===== src/rtl/uart_rx_fifo_param.sv =====
// UART receiver with runtime parity mode and a show-ahead FIFO of
// {data, parity_err, frame_err} entries, plus overrun and fill-level status.
module uart_rx_fifo_param #(
  parameter int CLKS_PER_BIT = 4,
  parameter int DATA_BITS    = 8,
  parameter int FIFO_DEPTH   = 16
) (
  input  logic                            i_Clock,
  input  logic                            i_Reset,
  input  logic                            i_Rx_Serial,
  input  logic [1:0]                      i_Parity_Mode,
  input  logic                            i_Read_Flag,
  input  logic                            i_Clear_Err,
  output logic [DATA_BITS-1:0]            o_Rx_Byte,
  output logic                            o_Parity_Err,
  output logic                            o_Frame_Err,
  output logic                            o_Rx_DV,
  output logic                            o_Empty,
  output logic                            o_Full,
  output logic [$clog2(FIFO_DEPTH):0]     o_Count,
  output logic                            o_Overrun,
  output logic [2:0]                      o_SM_Main
);

  localparam int CNT_W = $clog2(CLKS_PER_BIT);
  localparam int IDX_W = $clog2(DATA_BITS);
  localparam int AW    = $clog2(FIFO_DEPTH);
  localparam int CW    = AW + 1;
  localparam int EW    = DATA_BITS + 2;

  localparam logic [CNT_W-1:0] CNT_LAST = CNT_W'(CLKS_PER_BIT - 1);
  localparam logic [CNT_W-1:0] CNT_HALF = CNT_W'((CLKS_PER_BIT - 1) / 2);
  localparam logic [IDX_W-1:0] IDX_LAST = IDX_W'(DATA_BITS - 1);
  localparam logic [CW-1:0]    CNT_FULL = CW'(FIFO_DEPTH);

  typedef enum logic [2:0] {
    S_IDLE    = 3'd0,
    S_START   = 3'd1,
    S_DATA    = 3'd2,
    S_PARITY  = 3'd3,
    S_STOP    = 3'd4,
    S_CLEANUP = 3'd5
  } state_t;

  state_t                r_State;
  logic                  r_Rx_Meta, r_Rx_Sync;
  logic [CNT_W-1:0]      r_Clk_Cnt;
  logic [IDX_W-1:0]      r_Bit_Idx;
  logic [DATA_BITS-1:0]  r_Data;
  logic [1:0]            r_Mode;
  logic                  r_Par_Err;
  logic [EW-1:0]         r_Mem [FIFO_DEPTH];
  logic [AW-1:0]         r_Wr_Ptr, r_Rd_Ptr;
  logic [CW-1:0]         r_Count;
  logic                  r_Rx_DV, r_Overrun;

  logic                  w_Par_En, w_Stop_Smp, w_Full, w_Empty;
  logic                  w_Pop, w_Push, w_Drop;
  logic [EW-1:0]         w_Head;

  // Two-flop synchroniser for the asynchronous serial line (idles high)
  always_ff @(posedge i_Clock) begin
    if (i_Reset) begin
      r_Rx_Meta <= 1'b1;
      r_Rx_Sync <= 1'b1;
    end else begin
      r_Rx_Meta <= i_Rx_Serial;
      r_Rx_Sync <= r_Rx_Meta;
    end
  end

  // Parity bit is present only for even (01) and odd (10); 00 and 11 mean none
  assign w_Par_En   = (r_Mode == 2'b01) || (r_Mode == 2'b10);
  assign w_Stop_Smp = (r_State == S_STOP) && (r_Clk_Cnt == CNT_LAST);

  // Receive state machine: start validation, data shift, parity and stop sampling
  always_ff @(posedge i_Clock) begin
    if (i_Reset) begin
      r_State   <= S_IDLE;
      r_Clk_Cnt <= '0;
      r_Bit_Idx <= '0;
      r_Data    <= '0;
      r_Mode    <= 2'b00;
      r_Par_Err <= 1'b0;
    end else begin
      case (r_State)
        S_IDLE: begin
          r_Clk_Cnt <= '0;
          r_Bit_Idx <= '0;
          if (!r_Rx_Sync) begin
            r_State   <= S_START;
            r_Mode    <= i_Parity_Mode;
            r_Par_Err <= 1'b0;
          end
        end
        S_START: begin
          if (r_Clk_Cnt == CNT_HALF) begin
            r_Clk_Cnt <= '0;
            r_State   <= r_Rx_Sync ? S_IDLE : S_DATA;
          end else begin
            r_Clk_Cnt <= r_Clk_Cnt + 1'b1;
          end
        end
        S_DATA: begin
          if (r_Clk_Cnt != CNT_LAST) begin
            r_Clk_Cnt <= r_Clk_Cnt + 1'b1;
          end else begin
            r_Clk_Cnt         <= '0;
            r_Data[r_Bit_Idx] <= r_Rx_Sync;
            if (r_Bit_Idx == IDX_LAST) begin
              r_Bit_Idx <= '0;
              r_State   <= w_Par_En ? S_PARITY : S_STOP;
            end else begin
              r_Bit_Idx <= r_Bit_Idx + 1'b1;
            end
          end
        end
        S_PARITY: begin
          if (r_Clk_Cnt != CNT_LAST) begin
            r_Clk_Cnt <= r_Clk_Cnt + 1'b1;
          end else begin
            r_Clk_Cnt <= '0;
            // Odd mode (10) expects an overall XOR of 1, so fold mode bit in
            r_Par_Err <= ^{r_Data, r_Rx_Sync, r_Mode[1]};
            r_State   <= S_STOP;
          end
        end
        S_STOP: begin
          if (r_Clk_Cnt != CNT_LAST) begin
            r_Clk_Cnt <= r_Clk_Cnt + 1'b1;
          end else begin
            r_Clk_Cnt <= '0;
            r_State   <= S_CLEANUP;
          end
        end
        S_CLEANUP: r_State <= S_IDLE;
        default:   r_State <= S_IDLE;
      endcase
    end
  end

  // A pop frees a slot in the same cycle, so a full FIFO can still take the push
  assign w_Empty = (r_Count == '0);
  assign w_Full  = (r_Count == CNT_FULL);
  assign w_Pop   = i_Read_Flag && !w_Empty;
  assign w_Push  = w_Stop_Smp && (!w_Full || w_Pop);
  assign w_Drop  = w_Stop_Smp && !w_Push;

  // Entry storage; no reset needed since pointers/count define validity
  always_ff @(posedge i_Clock) begin
    if (w_Push) r_Mem[r_Wr_Ptr] <= {r_Data, r_Par_Err, ~r_Rx_Sync};
  end

  // FIFO pointers and occupancy
  always_ff @(posedge i_Clock) begin
    if (i_Reset) begin
      r_Wr_Ptr <= '0;
      r_Rd_Ptr <= '0;
      r_Count  <= '0;
    end else begin
      if (w_Push) r_Wr_Ptr <= r_Wr_Ptr + 1'b1;
      if (w_Pop)  r_Rd_Ptr <= r_Rd_Ptr + 1'b1;
      case ({w_Push, w_Pop})
        2'b10:   r_Count <= r_Count + 1'b1;
        2'b01:   r_Count <= r_Count - 1'b1;
        default: r_Count <= r_Count;
      endcase
    end
  end

  // Accept pulse and sticky overrun; a new drop wins over a clear
  always_ff @(posedge i_Clock) begin
    if (i_Reset) begin
      r_Rx_DV   <= 1'b0;
      r_Overrun <= 1'b0;
    end else begin
      r_Rx_DV <= w_Push;
      if (w_Drop)           r_Overrun <= 1'b1;
      else if (i_Clear_Err) r_Overrun <= 1'b0;
    end
  end

  assign w_Head       = r_Mem[r_Rd_Ptr];
  assign o_Rx_Byte    = w_Empty ? '0 : w_Head[EW-1:2];
  assign o_Parity_Err = w_Empty ? 1'b0 : w_Head[1];
  assign o_Frame_Err  = w_Empty ? 1'b0 : w_Head[0];
  assign o_Rx_DV      = r_Rx_DV;
  assign o_Empty      = w_Empty;
  assign o_Full       = w_Full;
  assign o_Count      = r_Count;
  assign o_Overrun    = r_Overrun;
  assign o_SM_Main    = r_State;

endmodule


===== config.mk =====
export PLATFORM = sky130hd
export DESIGN_NAME = uart_rx_fifo_param
export DESIGN_NICKNAME = d
export VERILOG_FILES = /design/src/rtl/uart_rx_fifo_param.sv
export SDC_FILE = /design/constraint.sdc
export NUM_CORES = 1
export LEC_CHECK = 0
export ABC_AREA = 1
export CAP_MARGIN = 20
export CORE_ASPECT_RATIO = 2
export CORE_MARGIN = 5
export CORE_UTILIZATION = 55
export DETAILED_ROUTE_END_ITERATION = 6
export GPL_TIMING_DRIVEN = 0
export PLACE_DENSITY_LB_ADDON = 0.1
export SLEW_MARGIN = 20
export SYNTH_ARGS = -nofsm -noshare
export SYNTH_HDL_FRONTEND = slang
export SYNTH_SLANG_ARGS = --single-unit
export TNS_END_PERCENT = 10

===== constraint.sdc =====
create_clock -name i_Clock -period 2.5 [get_ports i_Clock]
set_input_delay 0.25 -clock i_Clock [delete_from_list [all_inputs] [get_ports i_Clock]]
set_output_delay 0.25 -clock i_Clock [all_outputs]
set_load 0.03 [all_outputs]

==> results.py, run 1 <==
metrics = {
    "outcome": {
        "outcome": "finished clean",
    },
    "logic_synthesis": {
        "synth_top_area_share_pct": 55.9,
        "synth-seq-area-share_pct": 65.2,
        "synthTopCellsByArea": "edfxtp_1 56%, dfxtp_1 9.3%, nand2_1 8.3%",
        "synthArstFlopShare_pct": 0,
        "synth_edf_count": 160,
        "synth_top_area_cell": "edfxtp_1",
        "synth_common_cells": "190 x nand2_1, 160 x edfxtp_1, 82 x nor2_1",
        "syn_area_um2": 8590,
        "yosys_warnings": 0,
        "ys.flop_type": "edfxtp_1",
        "post-synth-top-count-cell": "nand2_1",
        "avgSynthCellArea_um2": 10.6,
        "ys_ff_latch": 200,
        "synth_fp_nets": 833,
        "synthCells": 812,
        "yosysUniqueCellTypes": 38,
    },
    "job": {
        "cap_violations": 0,
    },
    "place": {
        "gp_congestion": 0.912,
        "portBuffers": 28,
        "post-dp-hpwl_mm": 14.7,
    },
    "detailed_routing": {
        "drt_pass1_iterations": 5,
        "wl_per_cell_um": 19.0,
        "vias_per_cell": 5.56,
        "drtIter0Drc": 307,
        "antenna_left": 0,
        "vias": 5953,
        "route.detailed.drc": 0,
        "drt_wl_total_mm": 20.3,
    },
    "critical_path": {
        "crit_path_top_delay_cell": "nor2_1",
        "critPathKind": "reg2reg",
        "crit_path_max_incr_delay_ps": 780,
        "startpoint_type": "flop",
        "crit_buf_inv": 2,
        "cp.arrival_ps": 2500,
        "cp-end-kind": "flop",
        "critPathRequiredTime_ps": 2560,
        "cp_top_family": "simple AND/OR/NAND/NOR gates",
        "cp_max_fo": 10,
        "crit_path_cell_trace": "ha_1 > inv_1 > nor2_4 > nand2_4 > clkinv_4 > nand2_1 > nor2_1",
    },
    "floorplan": {
        "die_w_um": 98.4,
        "initial_utilization_pct": 55.9,
        "dieHeight_um": 187,
        "io_pins": 29,
        "die-area_um2": 18400,
        "design.core.area_um2": 15400,
        "row_count": 64,
    },
    "sta": {
        "rsz0062_at_grt": "true",
        "finalSetupViolCount": 0,
        "max_freq_ghz": 0.410,
        "worst_pin_slew_ps": 1000,
        "max_slew_margin_pct": 33.0,
        "hold_violations": 0,
        "skew_ps": 9.48,
        "drv_slew": 0,
        "fin_crit_sh_pct": 97.6,
        "finalCriticalPeriod_ps": 2440,
    },
    "global_route": {
        "grt_max_degree": 23,
        "antenna_found_initial": 0,
        "grtUsageTotal_pct": 22.6,
        "grt_pass1_wl_mm": 31.6,
        "grt_overflow_total": 0,
        "grt_pass1_vias": 6103,
    },
    "clocking": {
        "numClockSinks": 200,
        "clk_pin_slew_ps": 80,
        "clk_latency_ps": 440,
        "numCtsBuffers": 17,
        "postCtsHoldBufs": 0,
        "root_buffer": "clkbuf_16",
        "htreeDepth": 4,
        "cts_max_path_buffers": 2,
        "cts_tree": "done",
    },
    "final_layout": {
        "num_antenna_cells": 0,
        "utilization_pct": 63.8,
        "finalNetCount": 880,
        "layout-drive-gt1-share_pct": 15.1,
        "syn_to_final_growth_pct": 14.2,
    },
    "power_and_ir_drop": {
        "ir_drop_v": 0.000762,
        "p_leak_nw": 3.63,
        "powerDensity_nw_per_um2": 1030,
        "power_mw": 10.1,
    },
    "min_path": {
        "hold_class": "in2reg",
    },
}
[timing repair]
action,CTS,global route
setup buffers,0,0
gates cloned,0,0
endpoints found under the setup margin,14,161
resized for setup,78,39
pin swaps,1,5
[where the power goes]
| group | internal, mW | switching [mW] | total (mW) |
|---|---|---|---|
| Sequential | 3.67 | 0.135 | 3.80 |
| Clock | 1.34 | 1.34 | 2.68 |
| Combinational | 1.20 | 2.45 | 3.65 |
[worst reg2reg max path: stages, from the launching register on]
cell and delay [ps]:
dfxtp_1 380, ha_1 200, inv_1 130, nor2_4 210, nand2_4 140, clkinv_4 90, nand2_1 120, nor2_1 780
[path summary, 6_finish.rpt]
kind | depth (start not counted) | slack [ps] | from | end
setup / recovery | 7 | 60 | r_Clk_Cnt[0] | r_Mem[5][6]
hold / removal | 2 | 370 | i_Rx_Serial | r_Rx_Meta
setup reg to reg | 7 | 60 | r_Clk_Cnt[0] | r_Mem[5][6]
hold reg to reg | 1 | 430 | r_Rx_Meta | r_Rx_Sync
[layer usage]
| metal | track usage [%] | wire length, µm |
|---|---|---|
| met1 | 22.8 | 7210 |
| met2 | 42.8 | 11300 |
| met3 | 4.19 | 800 |
| met4 | 11.5 | 1010 |
| met5 | 0 | 0 |
[kinds of logic (layout without fill, tap and decap cells)]
group / Yosys count / in the layout / synth area share (%)
buffers and inverters: 82 / 142 / 3.93
AO/OA/AOI/OAI: 145 / 145 / 9.32
XOR/XNOR: 9 / 9 / 0.917
AND/OR/NAND/NOR: 362 / 362 / 18.5
flip-flops: 200 / 200 / 65.2
adder cells (fa/ha/maj): 14 / 14 / 2.13
[through the flow]
stage	hold slack, ps	setup TNS (ps)	std cells	area (µm²)	setup slack (ps)
3_3_place_gp	409	-1100	1038	9120	-186
6_report	366	0	1070	9820	60.8
2_1_floorplan	354	0	812	8590	242
5_1_grt	351	-2320	1070	9820	-62.5
4_1_cts	353	-101	1070	9740	-36.1
3_5_place_dp	407	-1230	1038	9120	-193
[placed cells by master (no fill, tap or decap), types with 2 or more instances in the layout]
master,count
buf_6,6
clkinv_8,3
a21oi_1,66
buf_4,10
xnor2_1,5
or2_2,2
nand2_1,188
buf_2,12
buf_1,2
edfxtp_1,160
xor2_1,4
a211oi_1,2
clkbuf_1,9
clkbuf_2,5
nor2_2,13
nand2_4,5
inv_6,3
inv_2,5
o31ai_1,20
inv_1,37
o21ai_1,9
nor2_4,5
nand2_2,7
a21oi_2,15
o21ai_0,28
inv_8,5
ha_1,13
dfxtp_1,38
inv_4,3
clkinv_4,3
dfxtp_2,2
nor3_2,4
nor2_1,74
clkinv_1,2
nand3_1,57
nor3_1,3
clkbuf_16,17
clkdlybuf4s50_1,17
clkbuf_4,2
[state kept, by name, summed over array words and instances, names as in the netlist, 2 cells and up, named ones only]
register and count:
r_Wr_Ptr 4, r_Mode 2, r_Mem 160, o_Count 5, r_Rd_Ptr 4, r_Data 8
o_SM_Main 3, r_Clk_Cnt 2, r_Bit_Idx 3
[area by class of cell]
| cell class | instances | area (µm²) |
|---|---|---|
| tap | 198 | 248 |
| timing repair buffer | 28 | 249 |
| multi-input combinational | 530 | 2730 |
| clock buffer | 17 | 425 |
| inverter | 46 | 185 |
| buffer | 36 | 214 |
| clock inverter | 15 | 156 |
| sequential | 200 | 5610 |
| fill | 1250 | 5560 |
No activity file was read; power rests on OpenSTA's default activity.
==> run 2, diff against run 1 <==
Settings changed: SETUP_SLACK_MARGIN from default to 0.15.
==> results.py, run 2 (synthesized netlist as in run 1, its figures left out) <==
metrics = {
    "sta": {
        "hold_violations": 0,
        "max_slew_margin_pct": 32.6,
        "finalSetupViolCount": 0,
        "skew_ps": 12.3,
        "rsz0062_at_grt": "true",
        "fin_crit_sh_pct": 96.0,
        "drv_slew": 0,
        "max_freq_ghz": 0.417,
        "finalCriticalPeriod_ps": 2400,
        "worst_pin_slew_ps": 1010,
        "worst_slack_ps": 99.6,
        "final.setup.tns_ps": 0,
    },
    "power_and_ir_drop": {
        "swShare_pct": 38.7,
        "powerDensity_nw_per_um2": 1030,
        "ir_drop_v": 0.000763,
        "clockPowerShare_pct": 25.8,
        "power_mw": 10.3,
        "p_sw_mw": 4.01,
        "p_leak_nw": 3.68,
        "p_int_mw": 6.34,
        "power_frac_seq_pct": 36.8,
        "p_comb_share_pct": 37.4,
    },
    "clocking": {
        "clk_pin_slew_ps": 80,
        "cts_max_path_buffers": 2,
        "numCtsBuffers": 17,
        "root_buffer": "clkbuf_16",
        "htreeDepth": 4,
        "clk_latency_ps": 440,
        "numClockSinks": 200,
        "postCtsHoldBufs": 0,
        "cts_tree": "done",
    },
    "final_layout": {
        "fill_cells": 1215,
        "layout_common_cells": "175 x nand2_1, 160 x edfxtp_1, 74 x nor2_1",
        "syn_to_final_growth_pct": 16.4,
        "largest_reg_flops": 160,
        "final_common_cell": "nand2_1",
        "layout-drive-gt1-share_pct": 18.8,
        "final_cells": 1071,
        "num_antenna_cells": 0,
        "top_register": "r_Mem",
        "finalNetCount": 881,
    },
    "critical_path": {
        "crit_path_max_incr_delay_ps": 780,
        "rr_worst_depth": 7,
        "crit_path_top_delay_cell": "nor2_1",
        "startpoint_type": "flop",
        "r2r-end": "r_Mem[5][3]",
        "cp.arrival_ps": 2450,
        "cp_max_fo": 10,
        "crit_end": "r_Mem[5][3]",
        "cp-end-kind": "flop",
        "critPathKind": "reg2reg",
        "startpoint": "r_Clk_Cnt[1]",
        "critPathRequiredTime_ps": 2550,
        "reg2reg_from": "r_Clk_Cnt[1]",
        "crit_path_cell_trace": "ha_1 > inv_1 > nor2_4 > nand2_4 > clkinv_4 > nand2_1 > nor2_1",
        "r2r_slack_ps": 100,
    },
    "detailed_routing": {
        "vias_per_cell": 5.61,
        "route.detailed.drc": 0,
        "drtIter0Drc": 296,
        "drt_pass1_iterations": 7,
        "vias": 6013,
        "antenna_left": 0,
        "drt_wl_total_mm": 20.4,
        "wl_per_cell_um": 19.0,
    },
    "min_path": {
        "holdCritStartpoint": "i_Rx_Serial",
        "hold_class": "in2reg",
    },
    "job": {
        "cap_violations": 0,
    },
    "place": {
        "portBuffers": 28,
        "post-dp-hpwl_mm": 14.7,
        "dpl.cell_count": 1038,
        "pre_cts_slack_ps": -193,
        "gp_congestion": 0.912,
    },
    "floorplan": {
        "row_count": 64,
        "dieHeight_um": 187,
        "die_w_um": 98.4,
        "die-area_um2": 18400,
        "io_pins": 29,
        "initial_utilization_pct": 55.9,
        "design.core.area_um2": 15400,
    },
    "global_route": {
        "grtUsageTotal_pct": 22.8,
        "grt_pass1_vias": 6138,
        "antenna_found_initial": 0,
        "grt_max_degree": 23,
        "grt_pass1_wl_mm": 31.9,
        "grt_overflow_total": 0,
    },
    "outcome": {
        "outcome": "finished clean",
    },
}
==> run 2: changes by cell type in the layout (fill, tap and decap cells not counted), moves of 3 or more <==
cell | previous run | this run
o31ai_2 | 0 | 5
o31ai_1 | 20 | 15
clkbuf_1 | 9 | 5
nand3_1 | 57 | 52
buf_8 | 0 | 6
nand2_2 | 7 | 20
a21oi_1 | 66 | 63
nand2_1 | 188 | 175
nand3_2 | 1 | 6
==> run 2: through the flow <==
stage                     utilization (%)  cell area (µm²)  hold slack, ps
after floorplan                         -             8590             354
after CTS                            64.0             9840             353
after detailed placement             59.3             9120             407
after global routing                 65.1            10000             352
after global placement               59.3             9120             409
final                                65.1            10000             366
==> run 2: cell type report <==
cell class	instances	area (µm²)	area share [%]
Buffer	36	277	2.76
Clock buffer	17	425	4.25
Clock inverter	15	156	1.56
Inverter	46	190	1.90
Multi-Input combinational cell	530	2840	28.4
Sequential cell	200	5610	56.1
Tap cell	198	248	2.48
Timing Repair Buffer	29	260	2.60
==> run 2: timing repair <==
item / in CTS / in global routing
buffers inserted: 1 / 0
pin swaps: 8 / 22
setup endpoints to repair: 172 / 163
resized for setup: 115 / 56
==> run 2: critical path: cells and delay by family, from the launching register on <==
family                   cells  cell delay [ps]
AND/OR/NAND/NOR              4             1200
flip-flops                   1              390
buffers and inverters        2              220
adder cells (fa/ha/maj)      1              200
==> run 2: routing by layer <==
layer  vias up  routed length [µm]  GRT usage (%)
li1       2899                   -              -
met4         0                1160           12.9
met1      2880                7040           23.1
met5         -                   0              0
met2       180               11400           42.9
met3        54                 750           3.66
==> run 2: power groups by stage <==
| stage | logic, mW | clock network, mW | registers, mW |
|---|---|---|---|
| after global placement | 3.49 | 0 | 3.87 |
| after CTS | 3.71 | 2.71 | 3.80 |
| after floorplan | 2.25 | 0 | 3.97 |
| final | 3.87 | 2.67 | 3.81 |
| after global routing | 4.19 | 2.86 | 3.83 |
| after detailed placement | 3.56 | 0 | 3.87 |
==> run 2: worst min-delay path by stage <==
| stage | cells past startpoint | end | slack (ps) |
|---|---|---|---|
| after floorplan | 1 | r_Rx_Meta | 350 |
| after global placement | 1 | r_Rx_Sync | 410 |
| after detailed placement | 1 | r_Rx_Sync | 410 |
| after CTS | 2 | r_Rx_Meta | 350 |
| after global routing | 2 | r_Rx_Meta | 350 |
| final | 2 | r_Rx_Meta | 370 |
==> run 3, diff against run 2 <==
Settings changed: CORE_ASPECT_RATIO 2 to 1.25.
==> results.py, run 3 (synthesized netlist as in run 1, its figures left out) <==
metrics = {
    "critical_path": {
        "startpoint": "r_Clk_Cnt[0]",
        "crit_path_max_incr_delay_ps": 790,
        "cp-end-kind": "flop",
        "critPathRequiredTime_ps": 2550,
        "cp_top_family": "simple AND/OR/NAND/NOR gates",
        "crit_path_cell_trace": "ha_2 > inv_1 > nor2_4 > nand2_4 > clkinv_4 > nand2_1 > nor2_1",
        "r2r_slack_ps": 40,
        "cp_max_fo": 10,
        "crit_buf_inv": 2,
        "reg2reg_from": "r_Clk_Cnt[0]",
        "crit_path_top_delay_cell": "nor2_1",
        "startpoint_type": "flop",
        "critPathKind": "reg2reg",
        "cp.arrival_ps": 2510,
    },
    "detailed_routing": {
        "wl_per_cell_um": 18.1,
        "route.detailed.drc": 0,
        "antenna_left": 0,
        "drt_wl_total_mm": 19.7,
        "vias_per_cell": 5.44,
        "vias": 5897,
        "drt_pass1_iterations": 7,
        "drtIter0Drc": 561,
    },
    "global_route": {
        "grt_overflow_total": 0,
        "grt_pass1_wl_mm": 31.2,
        "grtUsageTotal_pct": 23.0,
        "grt_pass1_vias": 5788,
        "antenna_found_initial": 0,
        "grt_max_degree": 23,
    },
    "final_layout": {
        "top_register": "r_Mem",
        "syn_to_final_growth_pct": 15.1,
        "layout_common_cells": "188 x nand2_1, 160 x edfxtp_1, 72 x a21oi_1",
        "largest_reg_flops": 160,
        "layout-drive-gt1-share_pct": 14.9,
        "final_common_cell": "nand2_1",
        "finalNetCount": 880,
        "design_area_um2": 9890,
        "fill_cells": 1282,
        "num_antenna_cells": 0,
    },
    "floorplan": {
        "design.core.area_um2": 15400,
        "die-area_um2": 18200,
        "die_w_um": 122,
        "io_pins": 29,
        "dieHeight_um": 150,
        "row_count": 51,
        "initial_utilization_pct": 55.6,
    },
    "clocking": {
        "postCtsHoldBufs": 0,
        "clk_latency_ps": 430,
        "cts_tree": "done",
        "root_buffer": "clkbuf_16",
        "clk_pin_slew_ps": 70,
        "numClockSinks": 200,
        "htreeDepth": 4,
        "numCtsBuffers": 17,
        "cts_max_path_buffers": 2,
    },
    "sta": {
        "rsz0062_at_grt": "true",
        "worst_pin_slew_ps": 1020,
        "skew_ps": 7.43,
        "max_freq_ghz": 0.407,
        "hold_violations": 0,
        "drv_slew": 0,
        "max_slew_margin_pct": 31.6,
        "finalSetupViolCount": 0,
        "worst_slack_ps": 43.4,
        "fin_crit_sh_pct": 98.3,
        "finalCriticalPeriod_ps": 2460,
    },
    "power_and_ir_drop": {
        "ir_drop_v": 0.000755,
        "p_leak_nw": 3.64,
        "powerDensity_nw_per_um2": 1040,
    },
    "job": {
        "cap_violations": 0,
    },
    "place": {
        "post-dp-hpwl_mm": 13.6,
        "portBuffers": 28,
        "gp_congestion": 0.969,
        "placed_cell_area_um2": 9140,
        "pre_cts_slack_ps": -120,
    },
    "min_path": {
        "holdCritStartpoint": "i_Rx_Serial",
        "hold_class": "in2reg",
    },
    "outcome": {
        "outcome": "finished clean",
    },
}
[run 3: cell count changes in the layout (fill, tap and decap cells not counted), sizes merged]
cell	change
buf	-4
clkbuf	+12
clkinv	-4
clkinvlp	+1
inv	-6
[run 3: repair_timing]
item                                    4_1_cts  5_1_grt
setup buffers                                 0        0
endpoints found under the setup margin      172      102
resized for setup                           108       12
gates cloned                                  0        0
pin swaps                                     4        3
[run 3: where the power goes]
group | leakage (nW) | internal, mW | switching, mW
clock network | 0.301 | 1.61 | 1.18
logic | 1.54 | 1.23 | 2.43
registers | 1.80 | 3.67 | 0.141
total | 3.64 | 6.51 | 3.75
[run 3: worst register-to-register path, cell delays in order, from the launching register on]
cell      delay, ps
dfxtp_1         390
ha_2            240
inv_1           130
nor2_4          200
nand2_4         130
clkinv_4         90
nand2_1         110
nor2_1          790
[run 3: path summary, 6_finish.rpt]
| path | endpoint | cells past startpoint |
|---|---|---|
| setup / recovery | r_Mem[4][2] | 7 |
| hold reg to reg | r_Rx_Sync | 1 |
| hold / removal | r_Rx_Meta | 2 |
| setup reg to reg | r_Mem[4][2] | 7 |
[run 3: through the flow]
| step | setup TNS (ps) | hold slack, ps | power, mW | std cells | utilization (%) |
|---|---|---|---|---|---|
| 2_1_floorplan | 0 | 354 | 6.22 | 812 | - |
| 3_3_place_gp | -924 | 397 | 7.33 | 1052 | 59.2 |
| 3_5_place_dp | -2050 | 400 | 7.42 | 1052 | 59.2 |
| 4_1_cts | 0 | 363 | 10.3 | 1084 | 63.9 |
| 5_1_grt | -1570 | 379 | 10.8 | 1084 | 64.0 |
| 6_report | 0 | 378 | 10.3 | 1084 | 64.0 |
[run 3: layer usage]
metal	share of wire, %	global-route usage, %
met5	0	0
met4	2.7	9.08
met1	42	29.0
met2	51	39.1
met3	5.1	4.76
[run 3: layout make-up]
type | instances | area (µm²) | share of cell area (%)
clock inverter | 6 | 43.8 | 0.443
clock buffer | 26 | 576 | 5.82
tap | 212 | 265 | 2.68
multi-input combinational | 530 | 2740 | 27.7
timing repair buffer | 28 | 251 | 2.54
inverter | 46 | 185 | 1.87
buffer | 36 | 220 | 2.23
sequential | 200 | 5610 | 56.7
